`config.mk`:
```
export PLATFORM = sky130hd
export DESIGN_NAME = sr_latch_flat
export DESIGN_NICKNAME = d
export VERILOG_FILES = /design/src/rtl/sr_latch_if.sv /design/src/rtl/sr_latch.sv /design/src/flat_wrapper.sv
export SDC_FILE = /design/constraint.sdc
export NUM_CORES = 1
export LEC_CHECK = 0
export ABC_AREA = 0
export BUFFER_PORTS_ARGS = -buffer_cell sky130_fd_sc_hd__buf_2
export CAP_MARGIN = 20
export CORE_AREA = 4 4 41 43
export DETAILED_ROUTE_END_ITERATION = 6
export DIE_AREA = 0 0 45 47
export MAX_ROUTING_LAYER = met4
export PLACE_DENSITY = 0.3
export SYNTH_ARGS = -nofsm -noshare
export SYNTH_HDL_FRONTEND = slang
export SYNTH_SLANG_ARGS = --single-unit
export TNS_END_PERCENT = 1
```
`constraint.sdc`:
```
create_clock -name clk -period 2.05 [get_ports clk]
set_input_delay 0.205 -clock clk [delete_from_list [all_inputs] [get_ports clk]]
set_output_delay 0.205 -clock clk [all_outputs]
set_load 0.02 [all_outputs]
```
`src/rtl/sr_latch_if.sv`:
```
// Set/reset request bus and cell outputs for the sr_latch storage bank.
interface sr_latch_if #(
  parameter int unsigned WIDTH = 1
);
  logic [WIDTH-1:0] s;
  logic [WIDTH-1:0] r;
  logic [WIDTH-1:0] q;
  logic [WIDTH-1:0] qn;
  logic [WIDTH-1:0] invalid;
  logic             inv_stky;

  // Requester drives s/r and observes the cell state.
  modport master (
    output s, r,
    input  q, qn, invalid, inv_stky
  );

  // Storage bank consumes s/r and drives the cell state.
  modport slave (
    input  s, r,
    output q, qn, invalid, inv_stky
  );
endinterface : sr_latch_if

```
`src/rtl/sr_latch.sv`:
```
// Clocked SR storage bank: WIDTH independent set/reset cells with registered
// complementary outputs, per-cell invalid flag and a sticky invalid summary.
module sr_latch #(
  parameter int unsigned WIDTH        = 1,
  parameter int unsigned INVALID_MODE = 0,  // 0 NOR-style, 1 reset-dominant, 2 set-dominant
  parameter bit          RESET_VAL    = 1'b0
) (
  input  logic       clk,
  input  logic       rst_n,
  sr_latch_if.slave  sr_if
);

  localparam logic [WIDTH-1:0] RST_Q = {WIDTH{RESET_VAL}};

  logic [WIDTH-1:0] q_d,   q_q;
  logic [WIDTH-1:0] qn_d,  qn_q;
  logic [WIDTH-1:0] inv_d, inv_q;
  logic             stky_d, stky_q;

  // Per-cell next state; qn is rebuilt from the stored bit on hold so a
  // NOR-style invalid cycle (q=qn=0) resolves cleanly to q=0/qn=1.
  always_comb begin
    q_d   = q_q;
    qn_d  = ~q_q;
    inv_d = '0;
    for (int unsigned i = 0; i < WIDTH; i++) begin
      unique case ({sr_if.s[i], sr_if.r[i]})
        2'b10: begin
          q_d[i]  = 1'b1;
          qn_d[i] = 1'b0;
        end
        2'b01: begin
          q_d[i]  = 1'b0;
          qn_d[i] = 1'b1;
        end
        2'b11: begin
          inv_d[i] = 1'b1;
          if (INVALID_MODE == 32'd2) begin
            q_d[i]  = 1'b1;
            qn_d[i] = 1'b0;
          end else if (INVALID_MODE == 32'd1) begin
            q_d[i]  = 1'b0;
            qn_d[i] = 1'b1;
          end else begin
            q_d[i]  = 1'b0;
            qn_d[i] = 1'b0;
          end
        end
        default: begin
          q_d[i]  = q_q[i];
          qn_d[i] = ~q_q[i];
        end
      endcase
    end
    stky_d = stky_q | (|inv_d);
  end

  // State registers with asynchronous reset to the configured value.
  always_ff @(posedge clk or negedge rst_n) begin
    if (!rst_n) begin
      q_q    <= RST_Q;
      qn_q   <= ~RST_Q;
      inv_q  <= '0;
      stky_q <= 1'b0;
    end else begin
      q_q    <= q_d;
      qn_q   <= qn_d;
      inv_q  <= inv_d;
      stky_q <= stky_d;
    end
  end

  assign sr_if.q        = q_q;
  assign sr_if.qn       = qn_q;
  assign sr_if.invalid  = inv_q;
  assign sr_if.inv_stky = stky_q;

endmodule : sr_latch

```
`src/flat_wrapper.sv`:
```
// flat-port wrapper written by rule: the top's interface ports become plain ports
module sr_latch_flat 
#(
  parameter int unsigned WIDTH        = 1,
  parameter int unsigned INVALID_MODE = 0,                                                  
  parameter bit          RESET_VAL    = 1'b0
)
  (clk, rst_n, sr_if_s, sr_if_r, sr_if_q, sr_if_qn, sr_if_invalid, sr_if_inv_stky);
  sr_latch_if #(.WIDTH(WIDTH)) sr_if_i ();
  input  logic clk;
  input  logic rst_n;
  input wire logic [$bits(sr_if_i.s)-1:0] sr_if_s;
  input wire logic [$bits(sr_if_i.r)-1:0] sr_if_r;
  output wire logic [$bits(sr_if_i.q)-1:0] sr_if_q;
  output wire logic [$bits(sr_if_i.qn)-1:0] sr_if_qn;
  output wire logic [$bits(sr_if_i.invalid)-1:0] sr_if_invalid;
  output wire logic [$bits(sr_if_i.inv_stky)-1:0] sr_if_inv_stky;
  assign sr_if_i.s = sr_if_s;
  assign sr_if_i.r = sr_if_r;
  assign sr_if_q = sr_if_i.q;
  assign sr_if_qn = sr_if_i.qn;
  assign sr_if_invalid = sr_if_i.invalid;
  assign sr_if_inv_stky = sr_if_i.inv_stky;
  sr_latch #(.WIDTH(WIDTH), .INVALID_MODE(INVALID_MODE), .RESET_VAL(RESET_VAL)) u_core (.clk(clk), .rst_n(rst_n), .sr_if(sr_if_i));
endmodule
```
==> impl_metrics.env, run 1 <==
export IMPL_clock_sinks=4
export IMPL_wire_per_inst_um=7.24
export IMPL_synth_seq_cells=4
export IMPL_reg2reg_to="u_core.sr_if.inv_stky$_DFF_PN0_"
export IMPL_final_setup_tns_ns=0
export IMPL_cell_area_after_synthesis_um2=133
export IMPL_core_area_um2=1300
export IMPL_cts_resized=0
export IMPL_setup_worst_path_end="sr_if_qn"
export IMPL_total_switching_power_uw=45.6
export IMPL_route_detailed_vias_per_inst=2.78
export IMPL_combPwrFrac_pct=9.0
export IMPL_netlist_top_cell_by_area="sky130_fd_sc_hd__dfrtp_1"
export IMPL_hold_viol=0
export IMPL_grt_overflow_total=0
export IMPL_share_of_synthesized_flip_flops_with_an_asynchronous_set_or_reset_pct=100
export IMPL_postLayoutCoreUtil_pct=17.1
export IMPL_clockRootBuffer="sky130_fd_sc_hd__clkbuf_4"
export IMPL_max_clock_path_buffers=2
export IMPL_critical_path_reg2reg_startpoint="u_core.sr_if.inv_stky$_DFF_PN0_"
export IMPL_setup_worst_path_start_class="flip-flop"
export IMPL_worst_hold_path_type="primary input to flip-flop"
export IMPL_detail_route_drc_violations=0
export IMPL_power_density_cell_area_nw_per_um2=947
export IMPL_critical_path_top_delay_family="flip-flops"
export IMPL_placementRows=13
export IMPL_yosys_most_used_dff="sky130_fd_sc_hd__dfrtp_1"
export IMPL_maximum_number_of_pins_on_one_net_before_global_route_repair=5
export IMPL_crit_cells=1
export IMPL_grt_pass1_wl_um=448
export IMPL_drt_wl_total_um=268
export IMPL_netlist_top_cells_count="3 x sky130_fd_sc_hd__dfrtp_1, 2 x sky130_fd_sc_hd__nor2_1"
export IMPL_post_route_cells_drive_above_1_share_pct=54.5
export IMPL_rsz0062_at_grt="no"
export IMPL_crit_arrival_ns=0.88
export IMPL_global_route_usage_over_all_layers_pct=3.92
export IMPL_crit_type="flip-flop to output port"
export IMPL_dp_cells=32
export IMPL_pwr_share_clk_pct=50.5
export IMPL_path_cells="buf_2"
export IMPL_ios=8
export IMPL_critPathRequiredTime_ns=1.85
export IMPL_htree_levels=1
export IMPL_finalMaxSlewViolations=0
export IMPL_run_status="finished clean"
export IMPL_final_instance_count_excl_fill=37
export IMPL_crit_path_top_delay_cell="sky130_fd_sc_hd__dfstp_2"
export IMPL_cp_buffers_inverters=1
export IMPL_finClkSkew_ns=0.0000000555
export IMPL_wl_met1_um=134
export IMPL_synth_most_common_cell="sky130_fd_sc_hd__dfrtp_1"
export IMPL_synth_yosys_seq_area_share_pct=76.4
export IMPL_insertion_delay_ns=0.23
export IMPL_first_pass_iters=1
export IMPL_nNetsFinal=27
export IMPL_cts_tree="done"
export IMPL_antenna_found_initial=0
export IMPL_yosys_cell_types_count=7
export IMPL_antenna_cells=0
export IMPL_synth_fp_nets=14
export IMPL_max_frequency_mhz=925
export IMPL_power_share_switching_pct=21.6
export IMPL_floorplan_die_height_um=47
export IMPL_cts_buffers_inserted=3
export IMPL_routed_via_count=103
export IMPL_timing_max_slew_rel_slack_pct=91.7
export IMPL_netlist_instances=10
export IMPL_routed_wl_met3_um=54
export IMPL_power_ir_vdd_worst_uv=279
export IMPL_die_w_um=45
export IMPL_area_growth_synth_to_final_pct=67.9
export IMPL_met2_wirelength_um=79
export IMPL_synth_top_cell_area_share_pct=56.6
export IMPL_syn_mean_instance_area_um2=13.3
export IMPL_timing_reg2reg_setup_slack_ns=1.35
export IMPL_fin_crit_sh_pct=52.8
export IMPL_postCtsSetupRepairBufs=0
export IMPL_worst_r2r_path_depth=1
export IMPL_first_global_vias=98
export IMPL_path_max_fanout=1
export IMPL_die_area_um2=2120
export IMPL_p_leak_uw=0.000107
export IMPL_clock_pin_transition_on_the_worst_setup_and_hold_timing_paths_ns=0.03
export IMPL_cp_end_kind="output port"
export IMPL_multi_input_area_um2=27.5
export IMPL_slew_of_the_pin_with_the_lowest_slew_margin_ns=0.124
export IMPL_drt_initial_drc_count=0
export IMPL_final_hold_worst_slack_ns=0.123
export IMPL_timing_final_crit_period_ns=1.08
export IMPL_port_buffers=7
export IMPL_power_share_sequential_pct=40.5
export IMPL_initial_core_util_pct=10.2
export IMPL_area_sequential_um2=101
export IMPL_critical_path_s_largest_stage_delay_ns=0.50
export IMPL_power_report_internal_total_uw=165
export IMPL_postRouteAntennaNets=0
export IMPL_final_fill_count=151
export IMPL_max_cap_viol_count=0
export IMPL_yosys_warnings=0
export IMPL_yosys_top_cells_area="sky130_fd_sc_hd__dfrtp_1 57%, sky130_fd_sc_hd__dfstp_2 20%, sky130_fd_sc_hd__and2_4 6.6%"
export IMPL_finalSetupViolations=0
export IMPL_crit_start="u_core.sr_if.qn$_DFF_PN1_"
export IMPL_synth_enable_flop_cells=0
export IMPL_top_layer="met3"
export IMPL_gpl_final_weighted_congestion=0.649
export IMPL_design_power_total_uw=211
[per-stage QoR]
step	instance area, µm²	worst slack (ns)
2_1_floorplan	133	1.26
3_3_place_gp	186	1.20
3_5_place_dp	186	1.21
4_1_cts	223	0.952
5_1_grt	223	0.934
6_report	223	0.968
[power by group through the flow]
| stage | Clock, µW | Combinational (µW) | Sequential [µW] |
|---|---|---|---|
| finish | 107 | 18.9 | 85.5 |
| global placement | 0 | 17.7 | 86.3 |
| CTS | 114 | 19.3 | 85.4 |
| floorplan | 0 | 3.66 | 91.5 |
| global route | 121 | 20.8 | 85.7 |
| detailed placement | 0 | 17.8 | 86.5 |
[area by class of cell]
| type | instances | area share, % |
|---|---|---|
| repair buffers | 8 | 20.2 |
| clock buffers | 4 | 11.8 |
| multi-input cells | 5 | 12.4 |
| flip-flops and latches | 4 | 45.5 |
| inverters | 1 | 1.69 |
| well taps | 15 | 8.43 |
[cells in the final DEF, fill, tap and decap left out, types with 2 or more instances in the layout]
master / n
sky130_fd_sc_hd__buf_2: 7
sky130_fd_sc_hd__nor2_1: 2
sky130_fd_sc_hd__dfrtp_1: 3
sky130_fd_sc_hd__clkbuf_4: 3
[state kept, by name (all words and copies together), names as in the netlist]
name and count:
u_core.sr_if.q 1, u_core.sr_if.inv_stky 1, u_core.sr_if.qn 1, u_core.sr_if.invalid 1
[how the worst min path moves through the flow]
| stage | depth (start not counted) | end | slack (ns) | from |
|---|---|---|---|---|
| after floorplan | 0 | u_core.sr_if.inv_stky$_DFF_PN0_ | -0.09 | rst_n |
| after global placement | 1 | u_core.sr_if.inv_stky$_DFF_PN0_ | 0.01 | rst_n |
| after detailed placement | 1 | u_core.sr_if.invalid$_DFF_PN0_ | 0.01 | rst_n |
| after CTS | 2 | u_core.sr_if.qn$_DFF_PN1_ | 0.11 | sr_if_s |
| after global routing | 2 | u_core.sr_if.qn$_DFF_PN1_ | 0.12 | sr_if_s |
| final | 2 | u_core.sr_if.qn$_DFF_PN1_ | 0.12 | sr_if_s |
[kinds of logic after synthesis]
group | share of synthesized area, %
buffers and inverters | 2.83
and+or+nand+nor | 17.0
DFF | 76.4
AOI/OAI and AO/OA | 3.77
[metal layers]
| metal | GRT usage [%] | up-vias |
|---|---|---|
| met1 | 4.12 | 40 |
| li1 | - | 54 |
| met5 | - | - |
| met3 | 5.75 | 0 |
| met2 | 2.54 | 9 |
| met4 | 3.51 | 0 |
[timing repair]
item | in CTS | in global routing
setup endpoints to repair | 0 | 0
hold buffers | 1 | 0
hold endpoints to repair | 4 | 0
Note: power is estimated with default switching activity, not from simulation.
==> inputs of run 2 (changes only) <==
PLACE_DENSITY = 0.31   (was 0.3)
clock period = 0.85 ns   (was 2.05 ns; I/O delays follow)
==> run 2 against run 1 <==
  * Wire length is 10% higher
  * The run now ends with setup timing left
  * Power is 150% higher
  * Critical endpoint unchanged
  * Setup slack worse by 1.1 ns
  * Largest power group unchanged
  * Hold slack worse by 0.098 ns
  * Sequential cell count stayed put
  * Clock skew hardly changed
==> impl_metrics.env, run 2 (same netlist as run 1, synthesis figures left out) <==
export IMPL_htree_levels=1
export IMPL_power_report_internal_total_uw=406
export IMPL_hold_viol=0
export IMPL_wire_per_inst_um=7.76
export IMPL_postLayoutCoreUtil_pct=18.4
export IMPL_postRouteAntennaNets=0
export IMPL_finalSetupViolations=3
export IMPL_timing_final_crit_period_ns=0.945
export IMPL_cp_buffers_inverters=1
export IMPL_drt_initial_drc_count=4
export IMPL_clock_sinks=4
export IMPL_pre_cts_slack_ns=0.121
export IMPL_power_share_switching_pct=22.8
export IMPL_min_delay_start="sr_if_r"
export IMPL_die_area_um2=2120
export IMPL_design_power_total_uw=526
export IMPL_die_w_um=45
export IMPL_power_ir_vdd_worst_uv=719
export IMPL_slew_of_the_pin_with_the_lowest_slew_margin_ns=0.110
export IMPL_reg2reg_to="u_core.sr_if.inv_stky$_DFF_PN0_"
export IMPL_combPwrFrac_pct=10.0
export IMPL_critical_path_top_delay_family="flip-flops"
export IMPL_placementRows=13
export IMPL_total_switching_power_uw=120
export IMPL_first_pass_iters=2
export IMPL_worst_r2r_path_depth=1
export IMPL_post_route_cells_drive_above_1_share_pct=52.2
export IMPL_number_of_stages_on_the_worst_hold_path=2
export IMPL_run_status="complete, but fails checks"
export IMPL_placed_instance_area_um2=186
export IMPL_path_cells="buf_6"
export IMPL_detail_route_drc_violations=0
export IMPL_antenna_found_initial=0
export IMPL_fin_crit_sh_pct=111
export IMPL_insertion_delay_ns=0.24
export IMPL_max_clock_path_buffers=2
export IMPL_final_cell_mix="6 x sky130_fd_sc_hd__buf_2, 3 x sky130_fd_sc_hd__clkbuf_4, 3 x sky130_fd_sc_hd__dfrtp_1"
export IMPL_timing_max_slew_rel_slack_pct=92.7
export IMPL_final_fill_count=156
export IMPL_max_cap_viol_count=0
export IMPL_final_setup_worst_slack_ns=-0.0948
export IMPL_grt_overflow_total=0
export IMPL_cp_end_kind="output port"
export IMPL_crit_type="flip-flop to output port"
export IMPL_cts_buffers_inserted=3
export IMPL_critical_path_s_largest_stage_delay_ns=0.52
export IMPL_layout_commonest_cell="sky130_fd_sc_hd__buf_2"
export IMPL_core_area_um2=1300
export IMPL_finish_instance_area_um2=239
export IMPL_antenna_cells=0
export IMPL_final_hold_worst_slack_ns=0.0252
export IMPL_initial_core_util_pct=10.2
export IMPL_floorplan_die_height_um=47
export IMPL_clockRootBuffer="sky130_fd_sc_hd__clkbuf_4"
export IMPL_first_global_vias=129
export IMPL_grt_pass1_wl_um=552
export IMPL_crit_arrival_ns=0.86
export IMPL_global_route_usage_over_all_layers_pct=4.75
export IMPL_power_share_sequential_pct=39.4
export IMPL_cts_tree="done"
export IMPL_clock_pin_transition_on_the_worst_setup_and_hold_timing_paths_ns=0.04
export IMPL_gpl_final_weighted_congestion=0.577
export IMPL_maximum_number_of_pins_on_one_net_before_global_route_repair=5
export IMPL_setup_worst_path_start_class="flip-flop"
export IMPL_drt_wl_total_um=295
export IMPL_crit_path_top_delay_cell="sky130_fd_sc_hd__dfstp_2"
export IMPL_port_buffers=7
export IMPL_critical_path_reg2reg_startpoint="u_core.sr_if.inv_stky$_DFF_PN0_"
export IMPL_multi_input_area_um2=27.5
export IMPL_hold_end="u_core.sr_if.q$_DFFE_PN0P_"
export IMPL_routed_via_count=121
export IMPL_path_max_fanout=1
export IMPL_finalMaxSlewViolations=0
export IMPL_pwr_share_clk_pct=50.6
export IMPL_finClkSkew_ns=0.0000130
export IMPL_critPathRequiredTime_ns=0.76
export IMPL_timing_reg2reg_setup_slack_ns=0.15
export IMPL_ios=8
export IMPL_rsz0062_at_grt="yes"
export IMPL_failing_checks="setup timing"
export IMPL_area_sequential_um2=101
export IMPL_max_frequency_mhz=1060
export IMPL_area_growth_synth_to_final_pct=80.2
export IMPL_route_detailed_vias_per_inst=3.18
export IMPL_power_density_cell_area_nw_per_um2=2200
export IMPL_worst_hold_path_type="primary input to flip-flop"
export IMPL_p_leak_uw=0.000113
export IMPL_nNetsFinal=28
==> run 2: cell count changes in the layout (fill, tap and decap cells not counted), sizes merged <==
cell / previous run / this run
dlygate4sd3: 1 / 2
==> run 2: final cells by class <==
class | count | share of cell area (%)
inverter | 1 | 1.57
sequential | 4 | 42.4
tap | 15 | 7.85
clock buffer | 4 | 11.0
multi-input combinational | 5 | 11.5
timing repair buffer | 9 | 25.7
==> run 2: worst max-delay path by stage <==
stage	startpoint	to	cells after the start
2_1_floorplan	u_core.sr_if.inv_stky$_DFF_PN0_	u_core.sr_if.inv_stky$_DFF_PN0_	1
3_5_place_dp	u_core.sr_if.qn$_DFF_PN1_	sr_if_qn	1
3_3_place_gp	u_core.sr_if.qn$_DFF_PN1_	sr_if_qn	1
4_1_cts	u_core.sr_if.qn$_DFF_PN1_	sr_if_qn	1
6_report	u_core.sr_if.qn$_DFF_PN1_	sr_if_qn	1
5_1_grt	u_core.sr_if.qn$_DFF_PN1_	sr_if_qn	1
==> run 2: repair_timing <==
action,in CTS,in global routing
cloned,0,0
resized for setup,2,0
hold buffers,2,0
setup endpoints to repair,3,4
hold endpoints to repair,5,0
setup buffers,0,0
==> run 2: metal layers <==
layer	GRT usage, %	part of all wire [%]	wire length [µm]	up-vias
li1	-	-	-	56
met1	4.60	42	123	55
met2	3.67	33	97	10
met3	7.28	25	73	0
met4	3.51	0	0	0
met5	-	0	0	-
==> run 2: stage by stage <==
stage	instances	setup TNS, ns
final	38	-0.126
after global routing	38	-0.225
after CTS	38	-0.149
after detailed placement	32	0
after global placement	32	0
after floorplan	10	0
==> run 2: power by group through the flow <==
| stage | logic (µW) | clock network (µW) | registers (µW) |
|---|---|---|---|
| after global placement | 42.5 | 0 | 208 |
| final | 52.8 | 266 | 207 |
| after global routing | 60.5 | 296 | 208 |
| after detailed placement | 42.9 | 0 | 209 |
| after floorplan | 8.83 | 0 | 221 |
| after CTS | 54.1 | 278 | 207 |
